$ cat src/rtl/video_frame_source.sv
// AXI4-Stream raster test-pattern source: one pixel per beat, TLAST at end of
// line, TUSER on the first pixel of a frame, run/done control with optional back-to-back frames.
module video_frame_source #(
  parameter int DATA_WIDTH          = 32,
  parameter int CTRL_AXI_DATA_WIDTH = 32,
  parameter int CHECKER_SHIFT       = 3
) (
  input  logic                           axi_aclk,
  input  logic                           reset,
  input  logic                           run,
  input  logic                           continuous,
  input  logic [CTRL_AXI_DATA_WIDTH-1:0] src_width,
  input  logic [CTRL_AXI_DATA_WIDTH-1:0] src_heigth,
  input  logic [1:0]                     pattern,
  input  logic [DATA_WIDTH-1:0]          solid_color,
  output logic                           busy,
  output logic                           done,
  output logic [15:0]                    frame_count,
  output logic [DATA_WIDTH-1:0]          m_axis_tdata,
  output logic                           m_axis_tvalid,
  input  logic                           m_axis_tready,
  output logic                           m_axis_tlast,
  output logic                           m_axis_tuser
);

  localparam int CW = CTRL_AXI_DATA_WIDTH;
  localparam logic [0:0]    IDLE   = 1'b0;
  localparam logic [0:0]    STREAM = 1'b1;
  localparam logic [CW-1:0] ONE    = {{(CW-1){1'b0}}, 1'b1};
  localparam logic [CW-1:0] ZERO   = {CW{1'b0}};

  function automatic logic [DATA_WIDTH-1:0] pixel(
    input logic [1:0]            pat,
    input logic [DATA_WIDTH-1:0] color,
    input logic [CW-1:0]         px,
    input logic [CW-1:0]         py
  );
    logic [DATA_WIDTH-1:0] result;
    case (pat)
      2'd0:    result = color;
      2'd1:    result = DATA_WIDTH'(px);
      2'd2:    result = DATA_WIDTH'(py);
      2'd3:    result = (px[CHECKER_SHIFT] ^ py[CHECKER_SHIFT]) ? {DATA_WIDTH{1'b1}} : {DATA_WIDTH{1'b0}};
      default: result = color;
    endcase
    return result;
  endfunction

  logic [0:0]            state_q, state_d;
  logic [CW-1:0]         x_q, x_d, y_q, y_d;
  logic [CW-1:0]         width_q, width_d, height_q, height_d;
  logic [1:0]            pattern_q, pattern_d;
  logic [DATA_WIDTH-1:0] color_q, color_d;
  logic [DATA_WIDTH-1:0] tdata_q, tdata_d;
  logic                  tvalid_q, tvalid_d, tlast_q, tlast_d, tuser_q, tuser_d;
  logic                  done_q, done_d;
  logic [15:0]           frame_count_q, frame_count_d;

  logic                  xfer_s, eol_s, eof_s, size_ok_s, load_s;
  logic [CW-1:0]         nx_s, ny_s;

  // Next-state, coordinate and output-beat computation.
  always_comb begin
    state_d       = state_q;
    x_d           = x_q;
    y_d           = y_q;
    width_d       = width_q;
    height_d      = height_q;
    pattern_d     = pattern_q;
    color_d       = color_q;
    tdata_d       = tdata_q;
    tvalid_d      = tvalid_q;
    tlast_d       = tlast_q;
    tuser_d       = tuser_q;
    done_d        = 1'b0;
    frame_count_d = frame_count_q;
    load_s        = 1'b0;

    xfer_s    = tvalid_q & m_axis_tready;
    eol_s     = (x_q == width_q - ONE);
    eof_s     = eol_s & (y_q == height_q - ONE);
    size_ok_s = (src_width != ZERO) && (src_heigth != ZERO);
    nx_s      = eol_s ? ZERO : x_q + ONE;
    ny_s      = eol_s ? y_q + ONE : y_q;

    case (state_q)
      IDLE: begin
        if (run) begin
          if (size_ok_s) begin
            load_s = 1'b1;
          end else begin
            done_d = 1'b1;
          end
        end else begin
          load_s = 1'b0;
        end
      end
      STREAM: begin
        if (xfer_s) begin
          if (eof_s) begin
            done_d        = 1'b1;
            frame_count_d = frame_count_q + 16'd1;
            if (continuous && size_ok_s) begin
              load_s = 1'b1;
            end else begin
              state_d  = IDLE;
              tvalid_d = 1'b0;
              tlast_d  = 1'b0;
              tuser_d  = 1'b0;
            end
          end else begin
            x_d     = nx_s;
            y_d     = ny_s;
            tdata_d = pixel(pattern_q, color_q, nx_s, ny_s);
            tlast_d = (nx_s == width_q - ONE);
            tuser_d = 1'b0;
          end
        end else begin
          tvalid_d = tvalid_q;
        end
      end
      default: begin
        state_d  = IDLE;
        tvalid_d = 1'b0;
      end
    endcase

    // A frame start latches config and presents pixel (0,0) on the next edge.
    if (load_s) begin
      state_d   = STREAM;
      width_d   = src_width;
      height_d  = src_heigth;
      pattern_d = pattern;
      color_d   = solid_color;
      x_d       = ZERO;
      y_d       = ZERO;
      tvalid_d  = 1'b1;
      tdata_d   = pixel(pattern, solid_color, ZERO, ZERO);
      tlast_d   = (src_width == ONE);
      tuser_d   = 1'b1;
    end else begin
      state_d = state_d;
    end
  end

  // State and output registers with synchronous reset.
  always_ff @(posedge axi_aclk) begin
    if (reset) begin
      state_q       <= IDLE;
      x_q           <= ZERO;
      y_q           <= ZERO;
      width_q       <= ZERO;
      height_q      <= ZERO;
      pattern_q     <= 2'd0;
      color_q       <= {DATA_WIDTH{1'b0}};
      tdata_q       <= {DATA_WIDTH{1'b0}};
      tvalid_q      <= 1'b0;
      tlast_q       <= 1'b0;
      tuser_q       <= 1'b0;
      done_q        <= 1'b0;
      frame_count_q <= 16'd0;
    end else begin
      state_q       <= state_d;
      x_q           <= x_d;
      y_q           <= y_d;
      width_q       <= width_d;
      height_q      <= height_d;
      pattern_q     <= pattern_d;
      color_q       <= color_d;
      tdata_q       <= tdata_d;
      tvalid_q      <= tvalid_d;
      tlast_q       <= tlast_d;
      tuser_q       <= tuser_d;
      done_q        <= done_d;
      frame_count_q <= frame_count_d;
    end
  end

  assign busy          = (state_q == STREAM);
  assign done          = done_q;
  assign frame_count   = frame_count_q;
  assign m_axis_tdata  = tdata_q;
  assign m_axis_tvalid = tvalid_q;
  assign m_axis_tlast  = tlast_q;
  assign m_axis_tuser  = tuser_q;

endmodule

$ cat config.mk
export PLATFORM = sky130hd
export DESIGN_NAME = video_frame_source
export DESIGN_NICKNAME = d
export VERILOG_FILES = /design/src/rtl/video_frame_source.sv
export SDC_FILE = /design/constraint.sdc
export NUM_CORES = 1
export LEC_CHECK = 0
export ABC_AREA = 1
export CORE_ASPECT_RATIO = 1.25
export CORE_MARGIN = 1.5
export CORE_UTILIZATION = 45
export CTS_CLUSTER_DIAMETER = 40
export DETAILED_ROUTE_END_ITERATION = 7
export GPL_TIMING_DRIVEN = 0
export PLACE_DENSITY = 0.64
export SLEW_MARGIN = 30
export SYNTH_ARGS = -nofsm -noshare
export SYNTH_HDL_FRONTEND = slang
export SYNTH_SLANG_ARGS = --single-unit
$ cat constraint.sdc
create_clock -name axi_aclk -period 4.1 [get_ports axi_aclk]
set_input_delay 1.025 -clock axi_aclk [delete_from_list [all_inputs] [get_ports axi_aclk]]
set_output_delay 1.025 -clock axi_aclk [all_outputs]
set_load 0.02 [all_outputs]
-- Word-level counts from Yosys, hierarchy flattened
Index checks and enable logic that the tools add are counted.
- latch bits: 0
- memories kept: 0
- bits in registers: 215
- bits in read-only memories: 0
- bits of input ports: 103
- RAM bits: 0
- word-level logic and storage cells: 89
- output and inout port bits: 53
- multipliers: 0
- reductions and logical operators: 16
- add/subtract/negate cells: 5
- shifts and indexed selects: 0
- bitwise operators: 5
- multiplexer cells: 37
- div/mod/pow operators: 0
- equal/unequal tests: 13
- magnitude comparators: 0
- operators with widths (operator ; number):
    2-to-1 mux 32 bit ; 7
    case mux 32 bit (4 select lines) ; 1
    equality test 32 bit ; 3
    adder 32 x 1 -> 32 bit (second input constant) ; 2
    case mux 32 bit (2 select lines) ; 1
    nonzero test 32 bit ; 2
    subtractor 32 x 1 -> 32 bit (second input constant) ; 2
    equality test 32 x 1 -> 1 bit (second input constant) ; 1
    2-to-1 mux 1 bit ; 26
    adder 16 x 1 -> 16 bit (second input constant) ; 1
    AND reduction 3 bit ; 4
    equality test 2 bit (second input constant) ; 4
    nonzero test 2 bit ; 3
    equality test 2 x 1 -> 1 bit (second input constant) ; 2
    zero test 2 bit ; 2
    case mux 1 bit (2 select lines) ; 2
    AND reduction 4 bit ; 1
    != test 3 bit (second input constant) ; 1
    OR reduction 3 bit ; 1
    bitwise AND 1 bit ; 2
    logical AND 1 bit ; 2
    != test 2 x 1 -> 1 bit (second input constant) ; 1
    != test 2 bit (second input constant) ; 1
    inverter 1 bit ; 2
    other kinds (2) ; 2

-- Logic depth before layout (Yosys ltp)
- word-level depth: 10
- gate-level depth with buffers: 26
- depth with buffers taken out: 25

-- Least setup slack after synthesis
No wires, ideal clock.
- kind: input port to flip-flop
- start point: input port src_width[12]
- end point: register height_q[18]
- stages on the path: 14
- data arrival time: 2.822 ns
- slack: 1.209 ns
- cells stage by stage: nor4_1 > nand2_1 > nor2_1 > inv_1 > or2_2 > o22ai_1 > nor2_1 > nand3_1 > nand2_2 > inv_2 > buf_6 > clkbuf_1 > o21ai_0 > a21oi_1
- longest elaborated chain between the ends: 7
- elaborated cells between the ends (all ways): 9
- those cells by class: 6 x mux; 3 x reduce/logical
- RTL lines (what ; line ; RTL):
    start, declared ; 12 ; input logic [CTRL_AXI_DATA_WIDTH-1:0] src_width,
    nonzero test 32 bit (*) ; 82 ; size_ok_s = (src_width != ZERO) && (src_heigth != ZERO);
    logical AND 1 bit (*) ; 82 ;
    logical AND 1 bit ; 103 ; if (continuous && size_ok_s) begin
    2-to-1 mux 1 bit ; 103 ;
    2-to-1 mux 1 bit ; 100 ; if (eof_s) begin
    2-to-1 mux 1 bit ; 99 ; if (xfer_s) begin
    case mux 1 bit (2 select lines) (*) ; 86 ; case (state_q)
    end signal, assigned ; 167 ; height_q <= height_d;
    end, declared ; 51 ; logic [CW-1:0] width_q, width_d, height_q, height_d;
Mark *: on every way between the ends. The rest lies on a longest branch, timed or not.
A chain may end at the register's enable or synchronous reset.

-- Worst setup path in the final report
- start point: register width_q[0]
- end point: register tlast_q (netlist: m_axis_tlast)
- longest elaborated chain between the ends: 8
- elaborated cells between the ends (all ways): 16
- those cells by class: 1 x add/sub; 3 x eq/ne; 8 x mux; 1 x bitwise; 3 x reduce/logical
- RTL lines (what ; line ; RTL):
    start, declared ; 51 ;
    start signal, assigned ; 166 ; width_q <= width_d;
    subtractor 32 x 1 -> 32 bit (*) ; 80, 115 ;
    equality test 32 bit ; 80 ; eol_s = (x_q == width_q - ONE);
    2-to-1 mux 32 bit / bitwise AND 1 bit (equally long branches) ; 83, 81 ;
    equality test 32 bit / 2-to-1 mux 1 bit (equally long branches) ; 115, 100 ;
    2-to-1 mux 1 bit, on equally long branches ; 100, 99 ;
    2-to-1 mux 1 bit / case mux 1 bit (2 select lines) (equally long branches) ; 99, 86 ;
    2-to-1 mux 1 bit (tied with other cells) ; 86 ;
    2-to-1 mux 1 bit / AND reduction 3 bit (equally long branches) ; n/a ;
    end signal, assigned ; 172 ; tlast_q <= tlast_d;
    end, declared ; 55 ; logic tvalid_q, tvalid_d, tlast_q, tlast_d, tuser_q, tuser_d;
Mark *: on every way between the ends. The rest lies on a longest branch, timed or not. The select of a mux whose other input is x is not followed.

==> summary.md <==
| Metric | Value |
|---|---|
| Post-layout minimum cycle time | 4.02 ns |
| Layout overhead on the synthesized area | 22.6% |
| RSZ-0062 raised after global routing | true |
| H-tree Lvls | 2 |
| Gr usage total | 38.4% |
| Final WS setup | 0.0808 ns |
| Setup Skew | 0.0162 ns |
| Peak VDD IR | 0.298 mV |
| Depth of the worst hold-timing path | 2 |
| Worst Tran Pin Value | 0.881 ns |
| DR vias/cell | 5.77 |
| Critical Path AT | 4.49 ns |
| Worst-path cell chain | inv_2 > ha_1 > nand3_2 > nor2_4 > nand2_1 > o21ai_2 > nand2_1 > nand2_1 > nand2_1 > nor2_1 > nand2_1 > nor2_2 > nand3_4 > buf_6 > nand2_1 > nand3_1 > nand2_1 > nand3_1 > nor2_1 > nand3_1 > nor2_1 > nor2_1 > nor2_1 |
| EDFF count, synth | 0 |
| Router iterations before antenna repair | 8 |
| Mapped Nets | 2712 |
| Antenna-violating nets left | 0 |
| Max FO, Critical Path | 10 |
| CP Class | register to register |
| Outcome | finished, violations left |
| Die height | 210 µm |
| PwrDens | 382 nW/µm² |
| CP Data Required Time | 4.57 ns |
| Synth Instances | 2604 |
| Final Wtd Congestion | 0.996 |
| Pre-CTS setup slack | -0.680 ns |
| Hold crit path type | register to register |
| Via count | 18800 |
| Detailed-route DRC error count | 1 |
| Final Hold Viols | 0 |
| Total Wirelength | 67.9 mm |
| DP Area | 17400 µm² |
| Ys flop type | dfxtp_1 |
| CP Depth | 23 |
| Max stage delay on crit path | 0.39 ns |
| Yosys warns | 0 |
| Count of cell types in the netlist | 42 |
| Startpoint type of the worst setup path | register |
| Core Area | 33600 µm² |
| Total negative slack | 0 ns |
| Largest net degree at the start of global routing | 20 |
| Slowest-stage cell, CP | dfxtp_1 |
| Initial core utilization | 45.7% |
| Initial antenna violation count | 0 |
| Final instance area | 18800 µm² |
| Max Freq | 0.249 GHz |
| Slew headroom | 41.3% |
| Max_cap viols | 0 |
| Worst r2r path cells | 23 |
| Row count | 75 |
| CTS tree | yes |
| Cts hold-fix bufs | 0 |
| Pins over their slew limit | 0 |
| Final Setup Violations | 0 |
| Clk_lat worst skew | 0.54 ns |
| Die Wd | 168 µm |
| Initial DRC Count | 1751 |
| Fraction of final layout cells sized beyond drive strength 1 | 6.26% |
| Register area share after synthesis | 28.0% |
| Post-DP HPWL | 55.3 mm |
| Worst Path Buf+Inv | 2 |
| GR Overflow Total | 0 |
| Fin crit share | 98.0% |
| # diodes | 0 |
| Vias in the first global route | 17900 |
| Crit end category | register |
| Register bit count reported by yosys | 215 |
| I/O pin cnt | 156 |
| CTS Buf Count | 38 |
| Failing checks | design-rule violations |
| Max Root-Sink Buffers | 3 |
| Top cell by count, worst path | nand2_1 |
| Crit path max-delay family | simple AND/OR/NAND/NOR gates |
| Clk sinks | 215 |
| First-pass GRT wire length | 102 mm |
| Fin util | 56.1% |
| Static Leak | 7.93 nW |
| Clock Pin Slew Worst Setup and Hold Paths | 0.06 ns |
| Final #Nets | 2906 |
| Syn avg cell area | 5.90 µm² |
| Fill cells | 3479 |
| IO Port Bufs | 155 |
| Syn Std Cell Area | 15400 µm² |
| Wire per inst | 20.9 µm |
| Die ar. | 35300 µm² |
| Async set-reset flop share out of synthesis | 0% |
| Root Driver | clkbuf_16 |
worst register-to-register path, cell delays in order, from the launching register on:
cell and delay [ns]:
dfxtp_1 0.39, inv_2 0.16, ha_1 0.22, nand3_2 0.17
nor2_4 0.24, nand2_1 0.17, o21ai_2 0.25, nand2_1 0.15
nand2_1 0.13, nand2_1 0.09, nor2_1 0.11, nand2_1 0.06
nor2_2 0.17, nand3_4 0.21, buf_6 0.23, nand2_1 0.18
nand3_1 0.10, nand2_1 0.19, nand3_1 0.16, nor2_1 0.14
nand3_1 0.09, nor2_1 0.17, nor2_1 0.07, nor2_1 0.11
placed cells by master, fill, tap and decap left out, drive strengths merged, types with 18 or more instances in the layout:
master,count
a21oi,182
a31oi,29
buf,55
clkbuf,104
clkdlybuf4s50,155
dfxtp,215
inv,299
nand2,685
nand3,263
nand4,45
nor2,326
nor3,58
nor4,34
o21ai,202
xnor2,18
xor2,79
timing repair:
action,4_1_cts,5_1_grt
setup buffers,0,0
setup endpoints to repair,32,194
pin swaps,0,1
gates resized for setup,4,40
flip-flops by register name, indices dropped and copies added, names as in the netlist, 2 cells and up:
| register | count |
|---|---|
| color_q | 32 |
| frame_count | 16 |
| height_q | 32 |
| m_axis_tdata | 32 |
| pattern_q | 2 |
| width_q | 32 |
| x_q | 32 |
| y_q | 32 |
logic make-up after synthesis:
kind of cell	share of synthesized area, %
AOI/OAI and AO/OA	14.8
buffers and inverters	10.8
adders and majority gates	0.407
DFF	28.0
and+or+nand+nor	40.5
xor gates and xnor gates	5.53
routing by layer:
layer / part of all wire [%] / up-vias / track usage, %
li1: - / 8896 / -
met2: 47 / 905 / 64.6
met3: 6.5 / 290 / 5.17
met1: 37 / 8661 / 42.9
met4: 9.6 / 0 / 33.1
met5: 0 / - / 0
cell type report:
type | count | area [µm²] | area share (%)
buffer | 112 | 551 | 2.92
clock buffer | 47 | 1020 | 5.44
clock inverter | 21 | 280 | 1.49
inverter | 298 | 1120 | 5.94
multi-input combinational | 1978 | 9480 | 50.3
sequential | 215 | 4300 | 22.8
tap | 423 | 529 | 2.81
timing repair buffer | 155 | 1550 | 8.24
Yosys cell counts (2+ instances only):
| master | number | share of area (%) |
|---|---|---|
| a211oi_1 | 7 | 0.34 |
| a21oi_1 | 182 | 5.9 |
| a22oi_1 | 6 | 0.29 |
| a31oi_1 | 29 | 1.2 |
| and2_1 | 2 | 0.081 |
| buf_1 | 4 | 0.098 |
| buf_2 | 43 | 1.4 |
| buf_4 | 5 | 0.24 |
| buf_6 | 6 | 0.44 |
| clkbuf_1 | 55 | 1.3 |
| clkinv_1 | 2 | 0.049 |
| dfxtp_1 | 215 | 28 |
| ha_1 | 5 | 0.41 |
| inv_1 | 286 | 7.0 |
| inv_2 | 10 | 0.24 |
| nand2_1 | 678 | 17 |
| nand2_2 | 6 | 0.24 |
| nand3_1 | 261 | 8.5 |
| nand3_2 | 2 | 0.13 |
| nand3b_1 | 17 | 0.83 |
| nand4_1 | 45 | 1.8 |
| nor2_1 | 310 | 7.6 |
| nor2_2 | 10 | 0.41 |
| nor2_4 | 6 | 0.44 |
| nor3_1 | 57 | 1.9 |
| nor3b_1 | 5 | 0.24 |
| nor4_1 | 34 | 1.4 |
| o21ai_0 | 173 | 5.6 |
| o21ai_1 | 28 | 0.91 |
| o21bai_1 | 3 | 0.15 |
| o22ai_1 | 2 | 0.081 |
| or2_2 | 5 | 0.20 |
| xnor2_1 | 18 | 1.0 |
| xor2_1 | 79 | 4.5 |
through the flow:
step	hold slack, ns	instances	total power, W
floorplan	0.441	2604	0.00329
global placement	0.458	3182	0.00388
detailed placement	0.465	3182	0.00389
CTS	0.473	3249	0.00716
global route	0.496	3249	0.00747
finish	0.469	3249	0.00720
where the power goes:
group	internal, W	total, W	switching [W]	leakage, nW
combinational	0.000538	0.00159	0.00105	5.52
sequential	0.00221	0.00232	0.000108	1.76
clock	0.00211	0.00329	0.00119	0.640
path summary, 6_finish.rpt:
path                                          startpoint                   endpoint  slack [ns]
worst min register to register  width_q[31]$_SDFFE_PP0N_   width_q[31]$_SDFFE_PP0N_        0.47
worst max register to register   width_q[0]$_SDFFE_PP0N_  m_axis_tlast$_SDFFE_PP0P_        0.08
worst min-delay path            width_q[31]$_SDFFE_PP0N_   width_q[31]$_SDFFE_PP0N_        0.47
worst max-delay path             width_q[0]$_SDFFE_PP0N_  m_axis_tlast$_SDFFE_PP0P_        0.08
Power figures use the tool's default switching activity.
